`src/rtl/fsx_timing.sv`:
```
// Raster timing generator with a priority layer compositor for a VGA/CRT output.
// Sync and enable are delayed so they line up with the registered pixel colour.
module fsx_timing #(
  parameter int unsigned H_RES       = 320,
  parameter int unsigned V_RES       = 240,
  parameter int unsigned H_FP        = 23,
  parameter int unsigned H_SYNC      = 28,
  parameter int unsigned H_BP        = 45,
  parameter int unsigned V_FP        = 6,
  parameter int unsigned V_SYNC      = 3,
  parameter int unsigned V_BP        = 20,
  parameter bit          H_POL       = 1'b0,
  parameter bit          V_POL       = 1'b0,
  parameter int unsigned LAYERS      = 2,
  parameter int unsigned PIPE        = 2,
  parameter int unsigned FRAME_PULSE = 8
) (
  input  logic                  vga_clk,
  input  logic                  reset_n,
  input  logic [8*LAYERS-1:0]   layer_rgb,
  input  logic [LAYERS-1:0]     layer_valid,
  input  logic [7:0]            bg_color,
  output logic [9:0]            h_count,
  output logic [8:0]            v_count,
  output logic                  o_de,
  output logic [9:0]            o_h,
  output logic [8:0]            o_v,
  output logic                  vga_hs,
  output logic                  vga_vs,
  output logic                  vga_de,
  output logic                  crt_sync,
  output logic [2:0]            crt_r,
  output logic [2:0]            crt_g,
  output logic [1:0]            crt_b,
  output logic                  frameDrawn
);

  localparam int unsigned H_TOT = H_FP + H_SYNC + H_BP + H_RES;
  localparam int unsigned V_TOT = V_FP + V_SYNC + V_BP + V_RES;
  localparam int unsigned H_ACT = H_TOT - H_RES;
  localparam int unsigned V_ACT = V_TOT - V_RES;
  localparam int unsigned SW    = 3 * (PIPE + 1);

  logic [9:0]    h_q, h_d;
  logic [8:0]    v_q, v_d;
  logic          hs_raw, vs_raw;
  logic [SW-1:0] sync_q, sync_d;
  logic          de_pre;
  logic [7:0]    pix;
  logic [7:0]    rgb_q, rgb_d;
  logic          fd_q, fd_d;

  // Raster counters
  always_comb begin
    h_d = h_q + 10'd1;
    v_d = v_q;
    if (h_q == 10'(H_TOT - 1)) begin
      h_d = '0;
      v_d = (v_q == 9'(V_TOT - 1)) ? '0 : v_q + 9'd1;
    end
  end

  // Raw timing decode; sync flags are kept in asserted-high form internally
  always_comb begin
    hs_raw = (h_q >= 10'(H_FP)) && (h_q < 10'(H_FP + H_SYNC));
    vs_raw = (v_q >= 9'(V_FP)) && (v_q < 9'(V_FP + V_SYNC));
    o_de   = (h_q >= 10'(H_ACT)) && (v_q >= 9'(V_ACT));
    o_h    = o_de ? h_q - 10'(H_ACT) : '0;
    o_v    = o_de ? v_q - 9'(V_ACT) : '0;
  end

  // Delay line of {hs,vs,de} triples; the top triple feeds the outputs
  always_comb begin
    sync_d = SW'({sync_q, hs_raw, vs_raw, o_de});
    de_pre = sync_d[SW-3];
  end

  // Highest-index opaque layer wins, background otherwise
  always_comb begin
    pix = bg_color;
    for (int k = 0; k < LAYERS; k++) begin
      if (layer_valid[k]) pix = layer_rgb[8*k +: 8];
    end
    rgb_d = de_pre ? pix : '0;
    fd_d  = (v_q == '0) && (h_q < 10'(FRAME_PULSE));
  end

  always_ff @(posedge vga_clk or negedge reset_n) begin
    if (!reset_n) begin
      h_q    <= '0;
      v_q    <= '0;
      sync_q <= '0;
      rgb_q  <= '0;
      fd_q   <= 1'b0;
    end else begin
      h_q    <= h_d;
      v_q    <= v_d;
      sync_q <= sync_d;
      rgb_q  <= rgb_d;
      fd_q   <= fd_d;
    end
  end

  assign h_count    = h_q;
  assign v_count    = v_q;
  assign vga_hs     = sync_q[SW-1] ? H_POL : ~H_POL;
  assign vga_vs     = sync_q[SW-2] ? V_POL : ~V_POL;
  assign vga_de     = sync_q[SW-3];
  assign crt_sync   = ~(vga_hs ^ vga_vs);
  assign crt_r      = rgb_q[7:5];
  assign crt_g      = rgb_q[4:2];
  assign crt_b      = rgb_q[1:0];
  assign frameDrawn = fd_q;

endmodule

```
`config.mk`:
```
export PLATFORM = sky130hd
export DESIGN_NAME = fsx_timing
export DESIGN_NICKNAME = d
export VERILOG_FILES = /design/src/rtl/fsx_timing.sv
export SDC_FILE = /design/constraint.sdc
export NUM_CORES = 1
export LEC_CHECK = 0
export CELL_PAD_IN_SITES_DETAIL_PLACEMENT = 1
export CELL_PAD_IN_SITES_GLOBAL_PLACEMENT = 2
export CORE_ASPECT_RATIO = 0.6
export CORE_MARGIN = 2
export CORE_UTILIZATION = 25
export CTS_CLUSTER_SIZE = 40
export DETAILED_ROUTE_END_ITERATION = 6
export PLACE_DENSITY_LB_ADDON = 0.1
export RECOVER_POWER = 50
export SETUP_SLACK_MARGIN = 0.05
export SYNTH_ARGS = -nofsm -noshare
export SYNTH_HDL_FRONTEND = slang
export SYNTH_SLANG_ARGS = --single-unit
```
`constraint.sdc`:
```
create_clock -name vga_clk -period 2.04 [get_ports vga_clk]
set_input_delay 0.204 -clock vga_clk [delete_from_list [all_inputs] [get_ports vga_clk]]
set_output_delay 0.204 -clock vga_clk [all_outputs]
set_load 0.005 [all_outputs]
```
==> results of run 1 <==
-- cells by family (layout without fill, tap and decap cells) --
| logic type | Yosys count | after routing |
|---|---|---|
| flops | 37 | 37 |
| simple gates | 89 | 89 |
| mux | 9 | 9 |
| buf+inv | 29 | 150 |
| compound gates | 31 | 31 |
| xor+xnor | 21 | 21 |
| fa+ha+maj | 7 | 7 |
-- per-layer routing --
| metal | track usage (%) | wire length, um | share of wire (%) | up-vias |
|---|---|---|---|---|
| met2 | 22.3 | 2750 | 38 | 51 |
| met1 | 27.7 | 4030 | 55 | 960 |
| met4 | 3.45 | 42 | 0.58 | 0 |
| li1 | - | - | - | 1002 |
| met5 | 0 | 0 | 0 | - |
| met3 | 4.17 | 463 | 6.4 | 4 |
-- sequential cells by signal, indices dropped and copies added, names as in the netlist --
signal and cells:
h_count 10, sync_q 9, frameDrawn 1, v_count 9
rgb_q 8
-- path summary, 6_finish.rpt --
kind | from | endpoint | slack (ns) | cells past startpoint
max reg2reg | v_count[0]$_DFFE_PN0N_ | v_count[2]$_DFFE_PN0N_ | 0.16 | 9
min | sync_q[4]$_DFF_PN0_ | sync_q[7]$_DFF_PN0_ | 0.35 | 0
min in group asynchronous | reset_n | rgb_q[4]$_DFF_PN0_ | 0.45 | 2
min reg2reg | sync_q[4]$_DFF_PN0_ | sync_q[7]$_DFF_PN0_ | 0.35 | 0
max | h_count[0]$_DFF_PN0_ | o_v[5] | -0.04 | 7
max in group asynchronous | reset_n | v_count[2]$_DFFE_PN0N_ | 0.54 | 3
-- critical path, stage by stage (launching register included) --
cell and delay (ns):
dfrtp_2 0.44, nor4_4 0.27, nand4_1 0.17, a22o_4 0.28, buf_8 0.14, buf_6 0.11, nor2_2 0.06, buf_2 0.12
-- report_power, final --
part | internal [mW] | total, mW | switching (mW)
logic | 0.0572 | 0.0937 | 0.0364
clock network | 0.517 | 0.816 | 0.299
registers | 0.734 | 0.734 | 0
-- layout by cell type, fill, tap and decap left out, drive strengths merged, types with 3 or more instances in the layout --
cell type / n
nand4: 7
xor2: 9
nor4: 6
inv: 13
nand2: 11
ha: 7
clkbuf: 12
o21ai: 17
xnor2: 12
mux2i: 8
nand3: 10
and3: 3
and2: 12
dfrtp: 37
buf: 65
nor2: 29
clkdlybuf4s50: 58
a21oi: 4
-- metrics by stage --
stage | TNS, ns | setup WS [ns] | cells
global placement | -0.113 | -0.0223 | 437
CTS | -0.203 | -0.0851 | 455
finish | -0.0634 | -0.0439 | 452
detailed placement | -0.860 | -0.0848 | 437
floorplan | 0 | 0.273 | 223
global route | -1.96 | -0.147 | 452
-- what timing repair did --
item	in CTS	in global routing
pin swaps	11	6
hold buffers	1	0
setup endpoints to repair	20	25
endpoints found under the hold margin	9	0
cloned	0	0
gates resized for setup	102	29
buffers inserted	9	0
-- cell type report --
class / count / share of cell area, %
Clock buffer: 7 / 4.32
Clock inverter: 1 / 0.142
Inverter: 13 / 1.38
Multi-Input combinational cell: 157 / 33.8
Sequential cell: 37 / 26.3
Tap cell: 108 / 3.82
Timing Repair Buffer: 129 / 30.3
==> flow_summary.ini, run 1 <==
[clock_tree]
clockBufferDepth = 2
cts_made_buffers = 5
h-tree-depth = 2
cts_tree = yes
cts-root-buf = clkbuf_16
insertion_delay_ns = 0.28
numClockSinks = 37
cts.reportedPaths.clkPinSlew_ns = 0.06

[sta]
worst_slew_pin_slew_ns = 0.700
report.final.slew_viol_count = 0
fin_ws_ns = -0.0439
setup_viol = 4
hold_viol = 0
finClkSkew_ns = 0.00442
grt_setup_unrepaired = yes
period_needed_ns = 2.08
fmax_mhz = 480
period_share_pct = 102
holdWs_ns = 0.348
max_slew_margin_pct = 53.3

[logic_synthesis]
synth_top_family_by_area = simple AND/OR/NAND/NOR gates
ys_ff_latch = 37
syn_avg_cell_area_um2 = 9.39
syn_nets = 258
synthAdderAreaFrac_pct = 4.18
syn-cell-area_um2 = 2090
netlist_instances = 223
synth_warnings = 0
synth_top_cell_by_area = dfrtp_1
synth-simple-area-share_pct = 22.9
synth_commonest_cells = 37 x dfrtp_1, 29 x nor2_1, 17 x o21ai_0, 13 x inv_1
synth_edf_count = 0
synthArstFlopShare_pct = 100
synth_compound_area_share_pct = 8.96
synth.area.top_cells = dfrtp_1 44%, nor2_1 5.2%, xnor2_1 5.0%, ha_1 4.2%, o21ai_0 4.1%
synthDistinctLibCells = 35
synthMuxAreaShare_pct = 4.54
yosysMostFrequentCell = dfrtp_1
synth_top_cell_area_share_pct = 44.2
synth_xor_area_share_pct = 8.78
ys_seq_area_share_pct = 44.2
synth_top_flop_cell = dfrtp_1

[cells_and_area]
antenna_cells = 0
utilization_pct = 44.1
final_nets = 378
fillCellCount = 927
area_delta_synth_final_pct = 68.8
multiInputGateArea_um2 = 1190
stdcell_area_um2 = 3530
layout-drive-gt1-share_pct = 32.0
seqCellArea_um2 = 928

[global_route]
grt_overflow = 0
grt_pass1_vias = 2060
grt_max_degree = 17
antenna_found_initial = 0
grt_use_total_pct = 17.1
grt_pass1_wl_um = 11700

[routing]
drt_iter0_markers = 74
wire_per_inst_um = 16.1
via_count = 2017
post-route-drc-count = 0
dr.pass1.iters = 4
ant_nets = 0
wl_um = 7280
vias_per_cell = 4.46

[critical_path]
arrival_ns = 1.88
cp-start-kind = flop
cp-end-kind = output port
critical_path_required_ns = 1.84
critPathKind = reg2out
crit_fanout = 7

[power_and_ir_drop]
ir_drop_mv = 0.271
power.density_nw_per_um2 = 465
power.leakage_nw = 1.62
power_mw = 1.64

[outcome]
violations = negative setup slack
outcome = finished, violations left

[floorplan]
num_rows = 25
coreArea_um2 = 8010
num_io_pins = 80
die-area_um2 = 9150
die_w_um = 122
fp.dieH_um = 74.9
start_util_pct = 26.2

[flow_run]
cap_violations = 0

[worst_hold_path]
hold_path_class = reg2reg

[placed_design]
gp_congestion = 0.837
dp_hpwl_um = 5710
io_buffer_count = 79
post_dp_cell_area_um2 = 3250
Power figures use the tool's default switching activity.
==> run 2, diff against run 1 <==
--- a/config.mk
+++ b/config.mk
@@ -9,9 +9,10 @@
 export CELL_PAD_IN_SITES_GLOBAL_PLACEMENT = 2
 export CORE_ASPECT_RATIO = 0.6
 export CORE_MARGIN = 2
-export CORE_UTILIZATION = 25
+export CORE_UTILIZATION = 23
 export CTS_CLUSTER_SIZE = 40
 export DETAILED_ROUTE_END_ITERATION = 6
+export MAX_ROUTING_LAYER = met4
 export PLACE_DENSITY_LB_ADDON = 0.1
 export RECOVER_POWER = 50
 export SETUP_SLACK_MARGIN = 0.05
==> constraint.sdc (replaced) <==
create_clock -name vga_clk -period 1.9 [get_ports vga_clk]
set_input_delay 0.19 -clock vga_clk [delete_from_list [all_inputs] [get_ports vga_clk]]
set_output_delay 0.19 -clock vga_clk [all_outputs]
set_load 0.005 [all_outputs]
==> run 2 against run 1 <==
The run still ends with negative setup slack left. Non-clock buffer count up 6. Via count rose by 2.0%. Register-to-register slack worse by 0.03 ns. Utilization fell by 2.3 points. Critical path depth stayed put. Worst hold slack better by 0.0013 ns. Sequential cell count did not move. Clock skew grew 0.0025 ns. Clock-buffer cell count is the same. Final cell count is 2.0% higher. Clock power is 2% higher. Critical path type unchanged. Largest power group unchanged.
==> flow_summary.ini, run 2 (same netlist as run 1, synthesis figures left out) <==
[cells_and_area]
final_common_cell = clkdlybuf4s50_1
utilization_pct = 41.8
layout_common_cells = 56 x clkdlybuf4s50_1, 46 x buf_4, 36 x dfrtp_1, 20 x buf_2, 15 x o21ai_0
fillCellCount = 988
layout-drive-gt1-share_pct = 32.1
final_nets = 384
largest_reg_flops = 10
antenna_cells = 0
area_delta_synth_final_pct = 73.4

[power_and_ir_drop]
power.density_nw_per_um2 = 474
power.leakage_nw = 1.65
power_mw = 1.72
ir_drop_mv = 0.311

[sta]
grt_setup_unrepaired = yes
fin_ws_ns = -0.114
hold_viol = 0
finClkSkew_ns = 0.00687
period_needed_ns = 2.01
fmax_mhz = 496
report.final.slew_viol_count = 0
setup_viol = 18
period_share_pct = 106
max_slew_margin_pct = 32.8
worst_slew_pin_slew_ns = 1.01

[routing]
post-route-drc-count = 0
wl_um = 7550
vias_per_cell = 4.46
dr.pass1.iters = 4
wire_per_inst_um = 16.4
ant_nets = 0
drt_iter0_markers = 66
via_count = 2058

[clock_tree]
clockBufferDepth = 2
numClockSinks = 37
cts_tree = yes
cts_made_buffers = 5
cts.reportedPaths.clkPinSlew_ns = 0.06
cts-root-buf = clkbuf_16
insertion_delay_ns = 0.28
h-tree-depth = 2

[outcome]
violations = negative setup slack
outcome = finished, violations left

[floorplan]
coreArea_um2 = 8690
num_io_pins = 80
num_rows = 26
die_w_um = 127
start_util_pct = 24.1
fp.dieH_um = 77.9
die-area_um2 = 9910

[placed_design]
io_buffer_count = 79
gp_congestion = 0.826
dp_hpwl_um = 5690

[worst_hold_path]
whs_path_depth = 0
min_to = sync_q[7]$_DFF_PN0_
hold_path.startpoint = sync_q[4]$_DFF_PN0_
hold_path_class = reg2reg

[critical_path]
arrival_ns = 1.82
cp-start-kind = flop
critical_path_required_ns = 1.71
r2r_setup_slack_ns = 0.13
r2r_end = v_count[2]$_DFFE_PN0N_
crit_fanout = 5
cp-end-kind = output port
critPathKind = reg2out
r2r_cells = 8
r2r-start = v_count[0]$_DFFE_PN0N_

[global_route]
grt_use_total_pct = 16.3
antenna_found_initial = 0
grt_pass1_wl_um = 11900
grt_pass1_vias = 2156
grt_max_degree = 38
grt_overflow = 0

[flow_run]
cap_violations = 0
-- run 2: layer usage --
metal  global-route usage, %  vias up  part of all wire, %
met5                       -        -                    0
met4                    2.20        0                 0.36
met3                    3.79        2                  4.3
met2                    20.8       42                   39
met1                    25.8     1004                   56
li1                        -     1010                    -
-- run 2: per-stage QoR --
step	setup TNS, ns	area [um2]	hold WS (ns)	cells	setup WS [ns]
floorplan	0	2090	-0.106	223	0.133
global placement	-3.31	3320	0.287	446	-0.199
detailed placement	-3.33	3320	0.296	446	-0.218
CTS	-2.31	3610	0.351	460	-0.143
global route	-3.40	3630	0.361	461	-0.229
finish	-1.08	3630	0.349	461	-0.114
-- run 2: power breakdown --
part	leakage, nW	switching (mW)	internal, mW
Clock	0.0700	0.316	0.516
Combinational	1.10	0.0397	0.0621
Sequential	0.487	0	0.788
-- run 2: cell type report --
type	instances	area [um2]	area share, %
Clock buffer	7	143	3.93
Multi-Input combinational cell	157	1200	33.0
Inverter	13	51.3	1.41
Timing Repair Buffer	135	1170	32.3
Tap cell	112	140	3.86
Sequential cell	37	927	25.5
-- run 2: critical path: stages (launching register included) --
cell and delay (ns):
dfrtp_1 0.38, nor4_2 0.28, nand4_1 0.15, a22o_4 0.26, buf_12 0.14, buf_12 0.14
nor2_4 0.07, buf_2 0.11
-- run 2: worst max-delay path by stage --
| stage | startpoint | to | cells after the start | slack, ns |
|---|---|---|---|---|
| floorplan | h_count[0]$_DFF_PN0_ | v_count[4]$_DFFE_PN0N_ | 7 | 0.13 |
| finish | h_count[3]$_DFF_PN0_ | o_v[3] | 7 | -0.11 |
| global placement | h_count[7]$_DFF_PN0_ | o_h[7] | 6 | -0.20 |
| global route | h_count[3]$_DFF_PN0_ | o_h[7] | 7 | -0.23 |
| CTS | h_count[0]$_DFF_PN0_ | o_v[4] | 7 | -0.14 |
| detailed placement | h_count[7]$_DFF_PN0_ | o_v[3] | 6 | -0.22 |
-- run 2: what timing repair did --
action / CTS / global route
endpoints found under the hold margin: 20 / 0
gates cloned: 1 / 0
pin swaps: 11 / 5
buffers inserted: 5 / 4
setup endpoints to repair: 22 / 25
resized for setup: 116 / 19
hold buffers: 1 / 0
==> run 3, diff against run 2 <==
--- a/config.mk
+++ b/config.mk
@@ -14,7 +14,6 @@
 export DETAILED_ROUTE_END_ITERATION = 6
 export MAX_ROUTING_LAYER = met4
 export PLACE_DENSITY_LB_ADDON = 0.1
-export RECOVER_POWER = 50
 export SETUP_SLACK_MARGIN = 0.05
 export SYNTH_ARGS = -nofsm -noshare
 export SYNTH_HDL_FRONTEND = slang
==> run 3 against run 2 <==
The run still ends with negative setup slack left. Final cell count stayed put. Combinational power about the same. Sequential power hardly changed. Non-clock buffer count did not move. Critical path depth unchanged. Register-to-register slack is essentially flat. Wire length hardly changed. Setup slack unchanged. Sequential cell count unchanged. Critical path type unchanged. Largest cell class unchanged.
==> flow_summary.ini, run 3 (same netlist as run 1, synthesis figures left out) <==
[routing]
wire_per_inst_um = 16.4
drt_iter0_markers = 69
via_count = 2056
dr.pass1.iters = 4
ant_nets = 0
wl_um = 7550
post-route-drc-count = 0
vias_per_cell = 4.46

[clock_tree]
cts_made_buffers = 5
numClockSinks = 37
cts_tree = yes
h-tree-depth = 2
cts-root-buf = clkbuf_16
insertion_delay_ns = 0.28
cts.reportedPaths.clkPinSlew_ns = 0.06
clockBufferDepth = 2

[floorplan]
die_w_um = 127
num_io_pins = 80
num_rows = 26
die-area_um2 = 9910
fp.dieH_um = 77.9
coreArea_um2 = 8690
start_util_pct = 24.1

[cells_and_area]
final_nets = 384
largest_reg_flops = 10
layout_common_cells = 58 x clkdlybuf4s50_1, 48 x buf_4, 36 x dfrtp_1, 20 x buf_2, 15 x o21ai_0
area_delta_synth_final_pct = 73.7
layout-drive-gt1-share_pct = 32.4
antenna_cells = 0
utilization_pct = 41.9
multiInputGateArea_um2 = 1200
fillCellCount = 987
final_common_cell = clkdlybuf4s50_1
seqCellArea_um2 = 927

[critical_path]
critical_path_required_ns = 1.71
cp-start-kind = flop
crit_fanout = 5
cp-end-kind = output port
critPathKind = reg2out
arrival_ns = 1.82

[sta]
fin_ws_ns = -0.114
report.final.slew_viol_count = 0
tns_ns = -1.08
period_needed_ns = 2.01
grt_setup_unrepaired = yes
fmax_mhz = 496
period_share_pct = 106
worst_slew_pin_slew_ns = 0.517
max_slew_margin_pct = 65.4
hold_viol = 0
finClkSkew_ns = 0.00701
setup_viol = 18

[power_and_ir_drop]
power.leakage_nw = 1.66
ir_drop_mv = 0.311
power.density_nw_per_um2 = 473

[global_route]
grt_pass1_wl_um = 11900
grt.busiest_layer = met1
grt_use_met3_pct = 3.79
gr-usage-met1_pct = 25.8
grt_max_degree = 38
grt_use_total_pct = 16.3
use_met2_pct = 20.8
grt_pass1_vias = 2156
grt_overflow = 0
antenna_found_initial = 0

[placed_design]
dp_hpwl_um = 5690
io_buffer_count = 79
gp_congestion = 0.826

[outcome]
violations = negative setup slack
outcome = finished, violations left

[worst_hold_path]
hold_path_class = reg2reg

[flow_run]
cap_violations = 0
==> run 3: worst max-delay path: stages, from the launching register on <==
cell and delay, ns:
dfrtp_1 0.38, nor4_2 0.28, nand4_1 0.15, a22o_4 0.26, buf_12 0.14, buf_12 0.14
nor2_4 0.07, buf_2 0.11
==> run 3: path summary, 6_finish.rpt <==
kind	start	to	slack, ns	depth (start not counted)
setup reg to reg	v_count[0]$_DFFE_PN0N_	v_count[2]$_DFFE_PN0N_	0.13	8
hold reg to reg	sync_q[4]$_DFF_PN0_	sync_q[7]$_DFF_PN0_	0.35	0
min in group asynchronous	reset_n	v_count[6]$_DFFE_PN0N_	0.50	3
setup / recovery	h_count[3]$_DFF_PN0_	o_v[3]	-0.11	7
hold / removal	sync_q[4]$_DFF_PN0_	sync_q[7]$_DFF_PN0_	0.35	0
max in group asynchronous	reset_n	h_count[5]$_DFF_PN0_	1.00	3
==> run 3: repair_timing <==
item / in CTS / in global routing
cloned: 1 / 0
buffers inserted: 5 / 4
hold buffers: 1 / 0
endpoints found under the setup margin: 22 / 25
gates resized for setup: 116 / 19
hold endpoints to repair: 20 / 0
pin swaps: 11 / 5
==> run 3: cell type report <==
class / instances / share of cell area (%)
Clock buffer: 7 / 3.92
Tap cell: 112 / 3.85
Multi-Input combinational cell: 157 / 32.9
Inverter: 13 / 1.41
Sequential cell: 37 / 25.5
Timing Repair Buffer: 135 / 32.4
==> run 3: per-layer routing <==
metal	up-vias	wire, um
met2	42	2960
met3	2	323
met5	-	0
met4	0	27
li1	1010	-
met1	1002	4240
==> run 3: report_power, final <==
part	switching [mW]	total [mW]	leakage [nW]	internal (mW)
Combinational	0.0395	0.103	1.11	0.0632
Sequential	0	0.788	0.487	0.788
Clock	0.315	0.830	0.0700	0.516
==> run 3: through the flow <==
step	power (mW)	area [um2]	cells	hold WS (ns)	worst slack, ns
3_5_place_dp	0.907	3320	446	0.296	-0.218
5_1_grt	1.80	3640	461	0.361	-0.229
2_1_floorplan	0.826	2090	223	-0.106	0.133
4_1_cts	1.75	3610	460	0.351	-0.143
6_report	1.72	3640	461	0.349	-0.114
3_3_place_gp	0.905	3320	446	0.287	-0.199
